[config.mk]
export PLATFORM = sky130hd
export DESIGN_NAME = serial_sub
export DESIGN_NICKNAME = d
export VERILOG_FILES = /design/src/rtl/serial_sub.sv
export SDC_FILE = /design/constraint.sdc
export NUM_CORES = 1
export LEC_CHECK = 0
export BUFFER_PORTS_ARGS = -buffer_cell sky130_fd_sc_hd__buf_2
export CAP_MARGIN = 20
export CORE_MARGIN = 3
export CORE_UTILIZATION = 50
export DETAILED_ROUTE_END_ITERATION = 12
export GPL_TIMING_DRIVEN = 0
export PLACE_DENSITY = 0.76
export SETUP_SLACK_MARGIN = 0.2
export SYNTH_ARGS = -nofsm -noshare
export SYNTH_HDL_FRONTEND = slang
export SYNTH_SLANG_ARGS = --single-unit
[constraint.sdc]
create_clock -name clk -period 2 [get_ports clk]
set_input_delay 0.1 -clock clk [delete_from_list [all_inputs] [get_ports clk]]
set_output_delay 0.1 -clock clk [all_outputs]
set_load 0.01 [all_outputs]
[src/rtl/serial_sub.sv]
// rtl/serial_sub.sv - multi-cycle bit-serial subtractor (diff = a - b) with start/busy/done handshake
module serial_sub #(
  parameter int WIDTH          = 64,
  parameter int BITS_PER_CYCLE = 1
) (
  input  logic             clk,
  input  logic             rst,
  input  logic             start,
  input  logic [WIDTH-1:0] a,
  input  logic [WIDTH-1:0] b,
  output logic             busy,
  output logic             done,
  output logic [WIDTH-1:0] diff,
  output logic             borrow_out,
  output logic             overflow,
  output logic             zero
);

  localparam int BPC = BITS_PER_CYCLE;
  localparam int N   = WIDTH / BPC;
  localparam int CW  = (N > 1) ? $clog2(N) : 1;

  typedef enum logic [1:0] {S_IDLE, S_RUN, S_DONE} state_t;

  state_t state_q, state_d;

  logic [WIDTH-1:0] a_q, b_q;
  logic [WIDTH-1:0] a_d, b_d;
  logic             br_q, br_d;
  logic [CW-1:0]    cnt_q;
  logic             a_msb_q, b_msb_q;
  logic [WIDTH-1:0] diff_q;
  logic             borrow_q, ovf_q, zero_q;

  logic [BPC-1:0]   slice_d;
  logic [BPC:0]     br_c;
  logic [WIDTH-1:0] res_d;
  logic             ovf_d;
  logic             accept;
  logic             last;

  // A new operation can be taken whenever we are not mid-run (IDLE or DONE).
  assign accept = (state_q != S_RUN) && start;
  assign last   = (cnt_q == CW'(N - 1));

  // Full-subtractor borrow chain across the BPC low bits of the shifted operands
  always_comb begin
    br_c[0] = br_q;
    slice_d = '0;
    for (int j = 0; j < BPC; j++) begin
      slice_d[j] = a_q[j] ^ b_q[j] ^ br_c[j];
      br_c[j+1]  = (~a_q[j] & b_q[j]) | (~(a_q[j] ^ b_q[j]) & br_c[j]);
    end
  end

  assign br_d = br_c[BPC];

  generate
    if (BPC < WIDTH) begin : g_shift
      // Partial result accumulates from the MSB side; the oldest bits settle at the bottom.
      logic [WIDTH-BPC-1:0] acc_q;

      assign res_d = {slice_d, acc_q};
      assign a_d   = {{BPC{1'b0}}, a_q[WIDTH-1:BPC]};
      assign b_d   = {{BPC{1'b0}}, b_q[WIDTH-1:BPC]};

      // Result accumulator: cleared on accept, shifted once per RUN cycle
      always_ff @(posedge clk) begin
        if (rst) begin
          acc_q <= '0;
        end else if (accept) begin
          acc_q <= '0;
        end else if (state_q == S_RUN) begin
          acc_q <= res_d[WIDTH-1:BPC];
        end
      end
    end else begin : g_wide
      // Whole word retired in a single RUN cycle; nothing to accumulate.
      assign res_d = slice_d;
      assign a_d   = '0;
      assign b_d   = '0;
    end
  endgenerate

  // Signed overflow uses the captured operand MSBs since the shift registers lose them.
  assign ovf_d = (a_msb_q != b_msb_q) && (res_d[WIDTH-1] != a_msb_q);

  // State register
  always_ff @(posedge clk) begin
    if (rst) begin
      state_q <= S_IDLE;
    end else begin
      state_q <= state_d;
    end
  end

  // Next-state logic: IDLE -> RUN on start, RUN -> DONE after N cycles, DONE -> RUN/IDLE
  always_comb begin
    state_d = state_q;
    case (state_q)
      S_IDLE:  if (start) state_d = S_RUN;
      S_RUN:   if (last)  state_d = S_DONE;
      S_DONE:  state_d = start ? S_RUN : S_IDLE;
      default: state_d = S_IDLE;
    endcase
  end

  // Handshake outputs decoded from the state
  always_comb begin
    busy = 1'b0;
    done = 1'b0;
    case (state_q)
      S_RUN:   busy = 1'b1;
      S_DONE:  done = 1'b1;
      default: begin
        busy = 1'b0;
        done = 1'b0;
      end
    endcase
  end

  // Operand capture, per-cycle shift/borrow update, and result registers loaded on entry to DONE
  always_ff @(posedge clk) begin
    if (rst) begin
      a_q      <= '0;
      b_q      <= '0;
      br_q     <= 1'b0;
      cnt_q    <= '0;
      a_msb_q  <= 1'b0;
      b_msb_q  <= 1'b0;
      diff_q   <= '0;
      borrow_q <= 1'b0;
      ovf_q    <= 1'b0;
      zero_q   <= 1'b0;
    end else if (accept) begin
      a_q     <= a;
      b_q     <= b;
      br_q    <= 1'b0;
      cnt_q   <= '0;
      a_msb_q <= a[WIDTH-1];
      b_msb_q <= b[WIDTH-1];
    end else if (state_q == S_RUN) begin
      a_q   <= a_d;
      b_q   <= b_d;
      br_q  <= br_d;
      cnt_q <= cnt_q + CW'(1);
      if (last) begin
        diff_q   <= res_d;
        borrow_q <= br_d;
        ovf_q    <= ovf_d;
        zero_q   <= (res_d == '0);
      end
    end
  end

  assign diff       = diff_q;
  assign borrow_out = borrow_q;
  assign overflow   = ovf_q;
  assign zero       = zero_q;

endmodule

# Yosys cells after proc, flatten, opt, wreduce, memory -nomap -nowiden
# Cells that the tools add are included.
[totals]
out_inout_bits = 69
elab_cells = 47
ff_bits = 269
in_bits = 131
[op_classes]
n_eq_ne = 8
reduce_logical = 8
muxes = 10
bitwise_logic = 8
n_addsub = 1
[op_table]
columns = ["operator", "count"]
rows = [
  ["64-bit two-way mux", 4],
  ["64-bit zero test", 1],
  ["6-bit by 1-bit adder with 6-bit output, second input constant", 1],
  ["6-bit == test, second input constant", 1],
  ["2-bit case mux with 3 select lines", 1],
  ["2-bit two-way mux", 2],
  ["2-bit inequality test, second input constant", 2],
  ["1-bit two-way mux", 3],
  ["1-bit inverter", 3],
  ["3-bit AND reduction", 1],
  ["1-bit bitwise AND", 2],
  ["2-bit by 1-bit == test with 1-bit output, second input constant", 1],
  ["2-bit == test, second input constant", 1],
  ["1-bit logical AND", 2],
  ["2-bit zero test", 1],
  ["1-bit inequality test", 2],
  ["2-bit by 1-bit inequality test with 1-bit output, second input constant", 1],
  ["2-bit AND reduction", 1],
  ["2-bit nonzero test", 1],
  ["2-bit OR reduction", 1],
  ["1-bit bitwise XOR", 2],
  ["1-bit OR", 1],
]

# Depth between registers and ports, before layout
[depth]
depth_word = 4
depth_mapped = 7
depth_no_buf = 6

# Worst setup path after synthesis
# Ideal clock, no wire load.
[synth_path]
kind = "register to register"
startpoint = "register a_q[0]"
endpoint = "register zero_q (netlist: zero)"
path_buffers = 0
setup_ns = 0.079
required_ns = 1.921
path_stages_with_launch = 7
arrival_ns = 1.958
path_slack_ns = -0.037
synth_period_minus_slack_ns = 2.037
path_cell_list = "dfxtp_1 -> inv_1 -> fa_1 -> nor4b_2 -> nand4_1 -> or4_1 -> a211oi_2"
[synth_between]
elab_chain_cells = 3
[synth_rtl]
columns = ["item", "line_no", "text"]
rows = [
  ["start, declared", "27", "logic [WIDTH-1:0] a_q, b_q;"],
  ["start signal, assigned", "125", "a_q <= '0;"],
  ["start signal, assigned", "136", "a_q <= a;"],
  ["start signal, assigned", "143", "a_q <= a_d;"],
  ["1-bit bitwise XOR (2 in a row)", "51", "slice_d[j] = a_q[j] ^ b_q[j] ^ br_c[j];"],
  ["64-bit zero test", "151", "zero_q <= (res_d == '0);"],
  ["end signal, assigned", "151", ""],
  ["end, declared", "33", "logic borrow_q, ovf_q, zero_q;"],
]
# No other way between the ends.
# A chain may end at the register's enable or synchronous reset.

# Worst setup path after layout
[layout_path]
startpoint = "register br_q"
endpoint = "register zero_q (netlist: zero)"
[layout_between]
elab_chain_cells = 2
[layout_rtl]
columns = ["item", "line_no", "text"]
rows = [
  ["start, declared", "29", "logic br_q, br_d;"],
  ["start signal, assigned", "145", "br_q <= br_d;"],
  ["1-bit bitwise XOR", "51", ""],
  ["64-bit zero test", "151", ""],
]
# No other way between the ends.

==> results.yml <==
outcome:
  status: "complete, no violations"
placed_design:
  io_buffers: 198
  dp_hpwl_mm: 18.83
  placed_cell_area_sq_mm: 0.01191
  gp_congestion: 0.8334
floorplan:
  die_y_um: 151.4
  io_pins: 200
  core_area_sq_mm: 0.02049
  die_area_sq_mm: 0.02293
  die_w_um: 151.4
  num_rows: 52
  initial_core_util_pct: 51.60
layout:
  final_common_cell: "dfxtp_1"
  layout_common_cells: "265 x dfxtp_1, 262 x nand2_1, 224 x buf_2"
  final_area_sq_mm: 0.01430
  fin_util_pct: 69.77
  layout.nets: 1701
  area_growth_syn_to_layout_pct: 35.22
  fillers: 1573
  multi_input_area_sq_mm: 0.004797
  final_layout_size_suffix_gt1_share_pct: 20.52
  seqCellArea_sq_mm: 0.005390
sta:
  setup_viol: 0
  maxSlewHeadroom_pct: 51.79
  finalHoldViolCount: 0
  rsz0062_at_grt: "yes"
  max_freq_ghz: 0.5154
  slew_viol_final: 0
  fin_crit_sh_pct: 97.02
  whs_ps: 128.5
  worst_pin_slew_ps: 723.2
  fin_crit_ps: 1940
  fin_tns_setup_ps: 0
  fin_skew_ps: 11.58
clocking:
  clockRootBuffer: "clkbuf_16"
  cts_buffer_depth: 3
  htreeDepth: 1
  clkSinkCount: 269
  cts_tree: "built"
  cts.reportedPaths.clkPinSlew_ps: 60
  cts_made_buffers: 28
  insertion_delay_ps: 540
min_path:
  hold_path_depth: 4
  hp-class: "in2reg"
critical_path:
  rrSetupSlack_ps: 60
  critPathKind: "reg2reg"
  cp.required_ps: 2450
  start_kind: "flop"
  max_stage_delay_ps: 610
  crit_cells: 5
  worstSetupEndpointType: "flop"
  path_buf_inv: 0
  worstReg2RegEnd: "zero"
  cp_top_family: "simple AND/OR/NAND/NOR gates"
  cp.arrival_ps: 2390
  reg2reg_depth: 5
  cp_slowest_cell: "fa_2"
  path_cells: "fa_2 > nor4b_4 > nand4_1 > or4_1 > a211oi_2"
  crit_end: "zero"
  reg2reg_from: "br_q"
  startpoint: "br_q"
  critPathMaxFanout: 2
grt:
  grt_pass1_vias: 9853
  gr-total-overflow: 0
  grt_use_total_pct: 26.12
  grt_start_max_net_pins: 14
  grt_first_pass_wirelength_mm: 48.69
  antenna_found_initial: 4
job:
  maxCapViolCount: 0
routing:
  drtIter0Drc: 542
  first_pass_iters: 5
  wl_per_cell_um: 16.47
  num_vias: 9967
  drc: 0
  final_antenna_net_count: 0
  avgViaCountPerCell: 5.350
  routed_wl_mm: 30.68
synth:
  yosysTopAreaCell: "dfxtp_1"
  synthMuxAreaShare_pct: 12.12
  netlist_area_sq_mm: 0.01058
  synth-xor-area-share_pct: 0.4141
  async_reset_ff_share_pct: 0
  synth_compound_area_share_pct: 15.56
  avgSynthCellArea_sq_um: 8.769
  synthAdderAreaFrac_pct: 0.3076
  synth_flop_cell: "dfxtp_1"
  ys_types: 31
  syn_nets: 1339
  synth_edf_count: 0
  synth_top_area_share_pct: 50.92
  synth_area_leaders: "dfxtp_1 51%, mux2i_1 12%, nand2_1 9.3%"
  synth_top_family_by_area: "simple AND/OR/NAND/NOR gates"
  yosys_register_bits: 269
  seq_area_frac_synth_pct: 50.92
  synth_cells: 1206
  synthSimpleGateAreaFrac_pct: 16.61
  synth_warnings: 0
power:
  ir_worst_vdd_mv: 0.8733
  cellLeakagePower_nw: 6.031
  powerDensity_mw_per_mm2: 879.3
[report_power, final]
group	total (mW)	switching (mW)	internal, mW
registers	5.77	0.146	5.62
logic	1.40	0.746	0.653
clock network	5.41	2.15	3.26
total	12.6	3.04	9.53
[layer usage]
metal	vias to the layer above	track usage, %	part of all wire, %
li1	4898	-	-
met5	-	0	0
met1	4617	33.17	43
met3	100	4.369	6.0
met2	352	44.32	47
met4	0	10.24	3.8
[registers in the layout (all words and copies together) (netlist names), 2 cells and up]
| signal | cells |
|---|---|
| b_q | 64 |
| cnt_q | 6 |
| a_q | 64 |
| g_shift.acc_q | 63 |
| diff | 64 |
| state_q | 2 |
[cell families after synthesis]
family,Yosys count
multiplexers,128
AO/OA/AOI/OAI,262
AND/OR/NAND/NOR,435
buffers and inverters,105
flip-flops,269
XOR/XNOR,5
adder cells (fa/ha/maj),2
[layout make-up]
type | instances | area share (%)
flip-flops and latches | 269 | 37.69
multi-input cells | 832 | 33.55
repair buffers | 332 | 16.23
clock buffers | 41 | 5.810
plain buffers | 102 | 3.290
well taps | 270 | 2.362
clock inverters | 10 | 0.9012
inverters | 3 | 0.09625
diodes | 4 | 0.07000
[worst min path at each step]
| stage | startpoint | end | slack (ps) |
|---|---|---|---|
| after floorplan | b[63] | b_msb_q | 250 |
| after global placement | a[63] | a_msb_q | 370 |
| after detailed placement | a[63] | a_msb_q | 380 |
| after CTS | start | b_msb_q | 120 |
| after global routing | start | b_msb_q | 180 |
| final | start | b_msb_q | 130 |
[synth_stat cells (2+ instances only)]
library cell  instances
buf_1                 7
xnor2_1               2
nand3_1               3
buf_2                29
nand2b_1              3
xor2_1                3
nor4_1               12
nand4_1               5
clkbuf_1             66
a211oi_1            128
nor4_2                3
nand2_1             262
a21oi_1             131
mux2i_1             128
dfxtp_1             269
inv_1                 2
nor2_1              138
nor3_1                2
[worst register-to-register path, delay by kind of cell (launching register included)]
| kind | cells | cell delay [ps] |
|---|---|---|
| AOI/OAI and AO/OA | 1 | 180 |
| DFF | 1 | 340 |
| adders and majority gates | 1 | 610 |
| and+or+nand+nor | 3 | 740 |
[stage by stage]
stage | worst slack (ps) | cells | total power [mW]
6_report | 59.58 | 1863 | 12.57
5_1_grt | 31.16 | 1863 | 12.99
4_1_cts | 12.97 | 1857 | 12.54
3_5_place_dp | -79.99 | 1674 | 6.960
3_3_place_gp | -77.02 | 1674 | 6.931
2_1_floorplan | 178.1 | 1206 | 6.591
[timing repair]
action | 4_1_cts | 5_1_grt
pin swaps | 3 | 2
resized for setup | 18 | 49
setup endpoints to repair | 207 | 209
buffers inserted | 4 | 2
hold buffers | 128 | 0
endpoints found under the hold margin | 130 | 0
No activity file was read; power rests on OpenSTA's default activity.
